===== src/rtl/piso_serializer.sv =====
// Parallel-in, serial-out transmitter: accepts an N-bit word and shifts it out
// MSB-first on sout, holding each bit for DIV clock cycles.
module piso_serializer #(
  parameter int N   = 4,
  parameter int DIV = 1
) (
  input  logic         clk,
  input  logic         rst,
  input  logic         load_valid,
  output logic         load_ready,
  input  logic [N-1:0] din,
  output logic         sout,
  output logic         sout_valid,
  output logic         busy,
  output logic         done,
  output logic [1:0]   state_dbg
);

  localparam int BW = $clog2(N) + 1;
  localparam int DW = $clog2(DIV) + 1;
  localparam logic [BW-1:0] BIT_LAST = BW'(N - 1);
  localparam logic [DW-1:0] DIV_LAST = DW'(DIV - 1);

  typedef enum logic [1:0] {
    IDLE  = 2'd0,
    SHIFT = 2'd1,
    DONE  = 2'd2
  } state_t;

  state_t        state, state_nx;
  logic [N-1:0]  shreg, shreg_nx;
  logic [BW-1:0] bit_cnt, bit_cnt_nx;
  logic [DW-1:0] div_cnt, div_cnt_nx;

  // Handshake: a word transfers on any rising edge where load_valid and
  // load_ready are both high; load_valid seen while not ready is ignored.
  always_ff @(posedge clk) begin
    if (rst) begin
      state   <= IDLE;
      shreg   <= '0;
      bit_cnt <= '0;
      div_cnt <= '0;
    end else begin
      state   <= state_nx;
      shreg   <= shreg_nx;
      bit_cnt <= bit_cnt_nx;
      div_cnt <= div_cnt_nx;
    end
  end

  always_comb begin
    state_nx   = state;
    shreg_nx   = shreg;
    bit_cnt_nx = bit_cnt;
    div_cnt_nx = div_cnt;
    case (state)
      IDLE: begin
        if (load_valid) begin
          shreg_nx   = din;
          bit_cnt_nx = '0;
          div_cnt_nx = '0;
          state_nx   = SHIFT;
        end
      end
      SHIFT: begin
        if (div_cnt == DIV_LAST) begin
          div_cnt_nx = '0;
          // Left shift also covers N=1, where the register simply clears.
          shreg_nx   = shreg << 1;
          if (bit_cnt == BIT_LAST) state_nx = DONE;
          else bit_cnt_nx = bit_cnt + 1'b1;
        end else begin
          div_cnt_nx = div_cnt + 1'b1;
        end
      end
      DONE:    state_nx = IDLE;
      default: state_nx = IDLE;
    endcase
  end

  // Every output is forced low while reset is held, even mid-frame.
  assign load_ready = (state == IDLE) && !rst;
  assign sout       = (state == SHIFT) && !rst && shreg[N-1];
  assign sout_valid = (state == SHIFT) && !rst;
  assign busy       = (state != IDLE) && !rst;
  assign done       = (state == DONE) && !rst;
  assign state_dbg  = state;

endmodule


===== config.mk =====
export PLATFORM = sky130hd
export DESIGN_NAME = piso_serializer
export DESIGN_NICKNAME = d
export VERILOG_FILES = /design/src/rtl/piso_serializer.sv
export SDC_FILE = /design/constraint.sdc
export NUM_CORES = 1
export LEC_CHECK = 0
export ABC_AREA = 1
export CAP_MARGIN = 20
export CORE_AREA = 2 2 39 41
export CTS_BUF_LIST = sky130_fd_sc_hd__clkbuf_4 sky130_fd_sc_hd__clkbuf_8 sky130_fd_sc_hd__clkbuf_16
export DETAILED_ROUTE_END_ITERATION = 10
export DIE_AREA = 0 0 41 43
export GPL_ROUTABILITY_DRIVEN = 0
export GPL_TIMING_DRIVEN = 0
export HOLD_SLACK_MARGIN = 0.08
export PLACE_DENSITY_LB_ADDON = 0.08
export SYNTH_ARGS = -nofsm -noshare
export SYNTH_HDL_FRONTEND = slang
export SYNTH_SLANG_ARGS = --single-unit

===== constraint.sdc =====
create_clock -name clk -period 1.4 [get_ports clk]
set_input_delay 0.21 -clock clk [delete_from_list [all_inputs] [get_ports clk]]
set_output_delay 0.21 -clock clk [all_outputs]
set_load 0.05 [all_outputs]

After elaboration in Yosys (flattened, before gate mapping)
Cells that the tools add are included.
{"block": "totals", "ff_bits": 10, "latch_bits": 0, "mem_bits_rw": 0, "mem_bits_ro": 0, "inputBits": 7, "output_inout_bits": 7, "wordCells": 40, "mem_count": 0}
{"block": "classes", "add_sub_neg": 2, "n_mul": 0, "div": 0, "order_cmp": 0, "eq_ne": 7, "n_shift": 0, "muxes": 14, "bitwise_logic": 0, "n_reduce_logical": 13}
{"cell": "two-way mux 3 bit", "count": 3}
{"cell": "two-way mux 4 bit", "count": 2}
{"cell": "!= test 2 bit, second input constant", "count": 4}
{"cell": "case mux 4 bit (2 select lines)", "count": 1}
{"cell": "two-way mux 2 bit", "count": 3}
{"cell": "case mux 3 bit (2 select lines)", "count": 1}
{"cell": "AND reduction 3 bit", "count": 2}
{"cell": "logical AND 1 bit", "count": 5}
{"cell": "case mux 2 bit (2 select lines)", "count": 1}
{"cell": "AND reduction 4 bit", "count": 1}
{"cell": "nonzero test 2 bit", "count": 2}
{"cell": "adder 3 x 1 -> 3 bit, second input constant", "count": 1}
{"cell": "equality test 3 x 2 -> 1 bit, second input constant", "count": 1}
{"cell": "equality test 2 x 1 -> 1 bit, second input constant", "count": 1}
{"cell": "equality test 2 bit, second input constant", "count": 1}
{"cell": "logical NOT 2 bit", "count": 1}
{"cell": "two-way mux 1 bit", "count": 2}
{"cell": "case mux 1 bit (2 select lines)", "count": 1}
{"cell": "AND reduction 2 bit", "count": 1}
{"cell": "adder 1 bit, second input constant", "count": 1}
{"cell": "logical NOT 1 bit", "count": 1}

Longest topological paths before layout
{"block": "logic_depth", "depth_word": 4, "depth_mapped": 7, "depth_no_buf": 7}

Worst setup path after synthesis
OpenSTA, ideal clock, no wires.
{"block": "synth_path", "path_type": "flip-flop to output port", "start": "register state[0] (netlist: state_dbg[0])", "end": "output sout", "arrival_ns": 2.162, "t_required_ns": 1.190, "path_slack_ns": -0.972, "path_stages_with_launch": 6, "cell_sequence": "dfxtp_1 -> buf_6 -> nand2_8 -> nor2_2 -> inv_1 -> nor2_1"}
{"block": "synth_via", "elab_chain_cells": 3}
{"element": "from (decl)", "line_no": "30", "text": "state_t state, state_nx;"}
{"element": "from (signal assigned)", "line_no": "44", "text": "state <= state_nx;"}
{"element": "equality test 2 x 1 -> 1 bit"}
{"element": "logical AND 1 bit"}
{"element": "named net sout_valid", "line_no": "13", "text": "output logic sout_valid,"}
{"element": "logical AND 1 bit", "line_no": "83", "text": "assign sout = (state == SHIFT) && !rst && shreg[N-1];"}
{"element": "to (decl)", "line_no": "12", "text": "output logic sout,"}
The timed path passes the listed nets, and every way through them passes these cells.

Final worst setup path
{"block": "layout_path", "start": "register state[0] (netlist: state_dbg[0])", "end": "output busy"}
{"block": "layout_via", "elab_chain_cells": 2}
{"element": "nonzero test 2 bit", "line_no": "85", "text": "assign busy = (state != IDLE) && !rst;"}
{"element": "logical AND 1 bit", "line_no": "85"}
{"element": "to (decl)", "line_no": "14", "text": "output logic busy,"}
Every way passes these cells.

==> impl_metrics.csv <==
group,metric,value,unit
run_status,outcome,"finished, violations left",
run_status,failed_checks,"negative setup slack",
setup_path,worstPathArrival,1.21,ns
power,finalPower,0.0007289,W
sta,fin_crit,1.419,ns
grt,top_usage_layer,"met1",
finish,seqCellArea,187.7,sq um
detailed_routing,antenna_left,0,
sta,report.final.slew_viol_count,0,
grt,met1_usage,0.2020,
die,start_util,0.3924,
die,fp.dieW,41,um
finish,diodes,0,
die,die_area,1763,sq um
job,timing.max_cap.violations,0,
sta,fmax,704.9,MHz
detailed_routing,vias_per_cell,4.395,
finish,drive_gt1_frac,0.3592,
power,leakagePower,0.3871,nW
setup_path,crit_fanout,5,
sta,relSlewSlack,0.6788,
cts,clockBufferDepth,2,
logic_synthesis,syn_area,543.0,sq um
grt,grt_use_met2,0.1906,
sta,finalSetupViolCount,1,
finish,layout_common_cells,"19 x nand2_1, 15 x nor2_1, 10 x inv_1",
setup_path,setup.worst_path.end_class,"output pin",
grt,globalRouteMet3Util,0.04712,
placement,dp_hpwl,771.2,um
grt,antenna_found_initial,0,
die,die_h,43,um
detailed_routing,drt-total-wl,1.153,mm
sta,worst_pin_slew,0.4837,ns
cts,clkTransAtPathRegs,0.06,ns
logic_synthesis,syn_avg_cell_area,6.788,sq um
grt,grt_pass1_vias,401,
logic_synthesis,ys_types,17,
detailed_routing,drt-initial-drc-count,14,
detailed_routing,drc,0,
logic_synthesis,ys_seq_area_frac,0.3318,
logic_synthesis,yosysTopAreaCellShare,0.3318,
finish,multiInputGateArea,331.6,sq um
die,core,1384,sq um
finish,areaGrowthSynthToFinish,51.84,%
placement,numPortBuffers,13,
sta,fin_skew,0.001860,ns
detailed_routing,dr.pass1.iters,3,
power,power_density,883.9,nW/um^2
logic_synthesis,netlist_instances,80,
setup_path,cp.required,1.19,ns
finish,fillerInstances,141,
cts,clockRootBuffer,"clkbuf_4",
placement,placed_area,740.7,sq um
cts,cts_hold_buf,0,
logic_synthesis,synth_nets,89,
grt,grt.total_usage,0.1542,
grt,grt_pass1_wl,1.718,mm
die,ios,14,
finish,final_design_area_no_fill,824.5,sq um
finish,final_common_cell,"nand2_1",
sta,rsz0062_at_grt,"yes",
cts,numCtsBuffers,3,
sta,post-route-period-util,1.013,
power,ir_drop,0.4847,mV
sta,fin_ws,-0.01865,ns
grt,grt-ovfl-total,0,
die,num_rows,14,
setup_path,start_kind,"flip-flop",
logic_synthesis,ys_warn_count,0,
detailed_routing,num_vias,523,
logic_synthesis,synth-seq-cells,9,
cts,clock_latency,0.27,ns
sta,hold_viol_final,0,
cts,cts_sinks,9,
grt,grt_max_degree,9,
logic_synthesis,synth_area_leaders,"dfxtp_1 33%, nand2_1 13%, nor2_1 12%, inv_1 7.6%, ha_1 4.6%",
hold_path,hp-class,"flip-flop to flip-flop",
cts,htree_levels,1,
finish,final_nets,113,
logic_synthesis,yosys.area.top_type,"dfxtp_1",
setup_path,critPathKind,"flip-flop to output pin",
detailed_routing,wl_per_cell,9.689,um
cts,cts_tree,"yes",
[synthesized netlist by cell type, drive strengths merged]
cell type  number
nand2          23
nor2           22
inv            13
dfxtp           9
nand3           5
a21oi           2
ha              2
nor3            2
buf             1
o21ai           1
[worst max-delay path: stages (launching register included)]
cell     delay [ns]
dfxtp_4        0.35
buf_12         0.14
buf_12         0.12
nor2_4         0.12
nor2_2         0.05
buf_6          0.16
[layer usage]
layer	share of wire	vias to the layer above
li1	-	289
met1	0.50	215
met2	0.41	14
met3	0.056	5
met4	0.036	0
met5	0	-
[where the power goes]
group,internal (W),switching [W],total [W]
logic,0.0000966,0.000122,0.000218
registers,0.000272,0.00000917,0.000281
clock network,0.000130,0.0000998,0.000230
total,0.000498,0.000231,0.000729
[registers in the layout (all words and copies together), names as in the netlist]
name and cells:
shreg 4, bit_cnt 3, state_dbg 2
[through the flow]
step | hold WS [ns] | instances | util | TNS, ns | setup WS, ns
global placement | 0.4593 | 109 | 0.5353 | -3.849 | -0.7788
CTS | 0.4767 | 113 | 0.5443 | -0.1375 | -0.1085
detailed placement | 0.4667 | 109 | 0.5353 | -3.969 | -0.7925
floorplan | 0.2724 | 80 | - | -0.1980 | -0.1745
finish | 0.4772 | 119 | 0.5958 | -0.01865 | -0.01865
global route | 0.4966 | 119 | 0.5958 | -0.1438 | -0.07502
[kinds of logic after synthesis]
| family | share of synthesized area |
|---|---|
| simple gates | 0.4516 |
| fa+ha+maj | 0.04608 |
| flops | 0.3318 |
| buf+inv | 0.1152 |
| compound gates | 0.05530 |
[layout make-up]
class | instances | area share
Multi-Input combinational cell | 57 | 0.4021
Sequential cell | 9 | 0.2276
Timing Repair Buffer | 19 | 0.2170
Inverter | 13 | 0.06829
Clock buffer | 4 | 0.03642
Buffer | 1 | 0.02428
Tap cell | 16 | 0.02428
[worst paths after layout]
kind,from,cells after the start,slack (ns),end
worst max-delay path,state_dbg[0],5,-0.02,busy
worst min-delay path,shreg[0],2,0.48,shreg[0]
worst max register to register,bit_cnt[0],6,0.15,bit_cnt[0]
worst min register to register,shreg[0],2,0.48,shreg[0]
[timing repair]
| item | CTS | global route |
|---|---|---|
| resized for setup | 32 | 9 |
| cloned | 0 | 0 |
| endpoints found under the setup margin | 7 | 6 |
| pin swaps | 0 | 4 |
| setup buffers | 0 | 6 |
No activity file was read; power rests on OpenSTA's default activity.
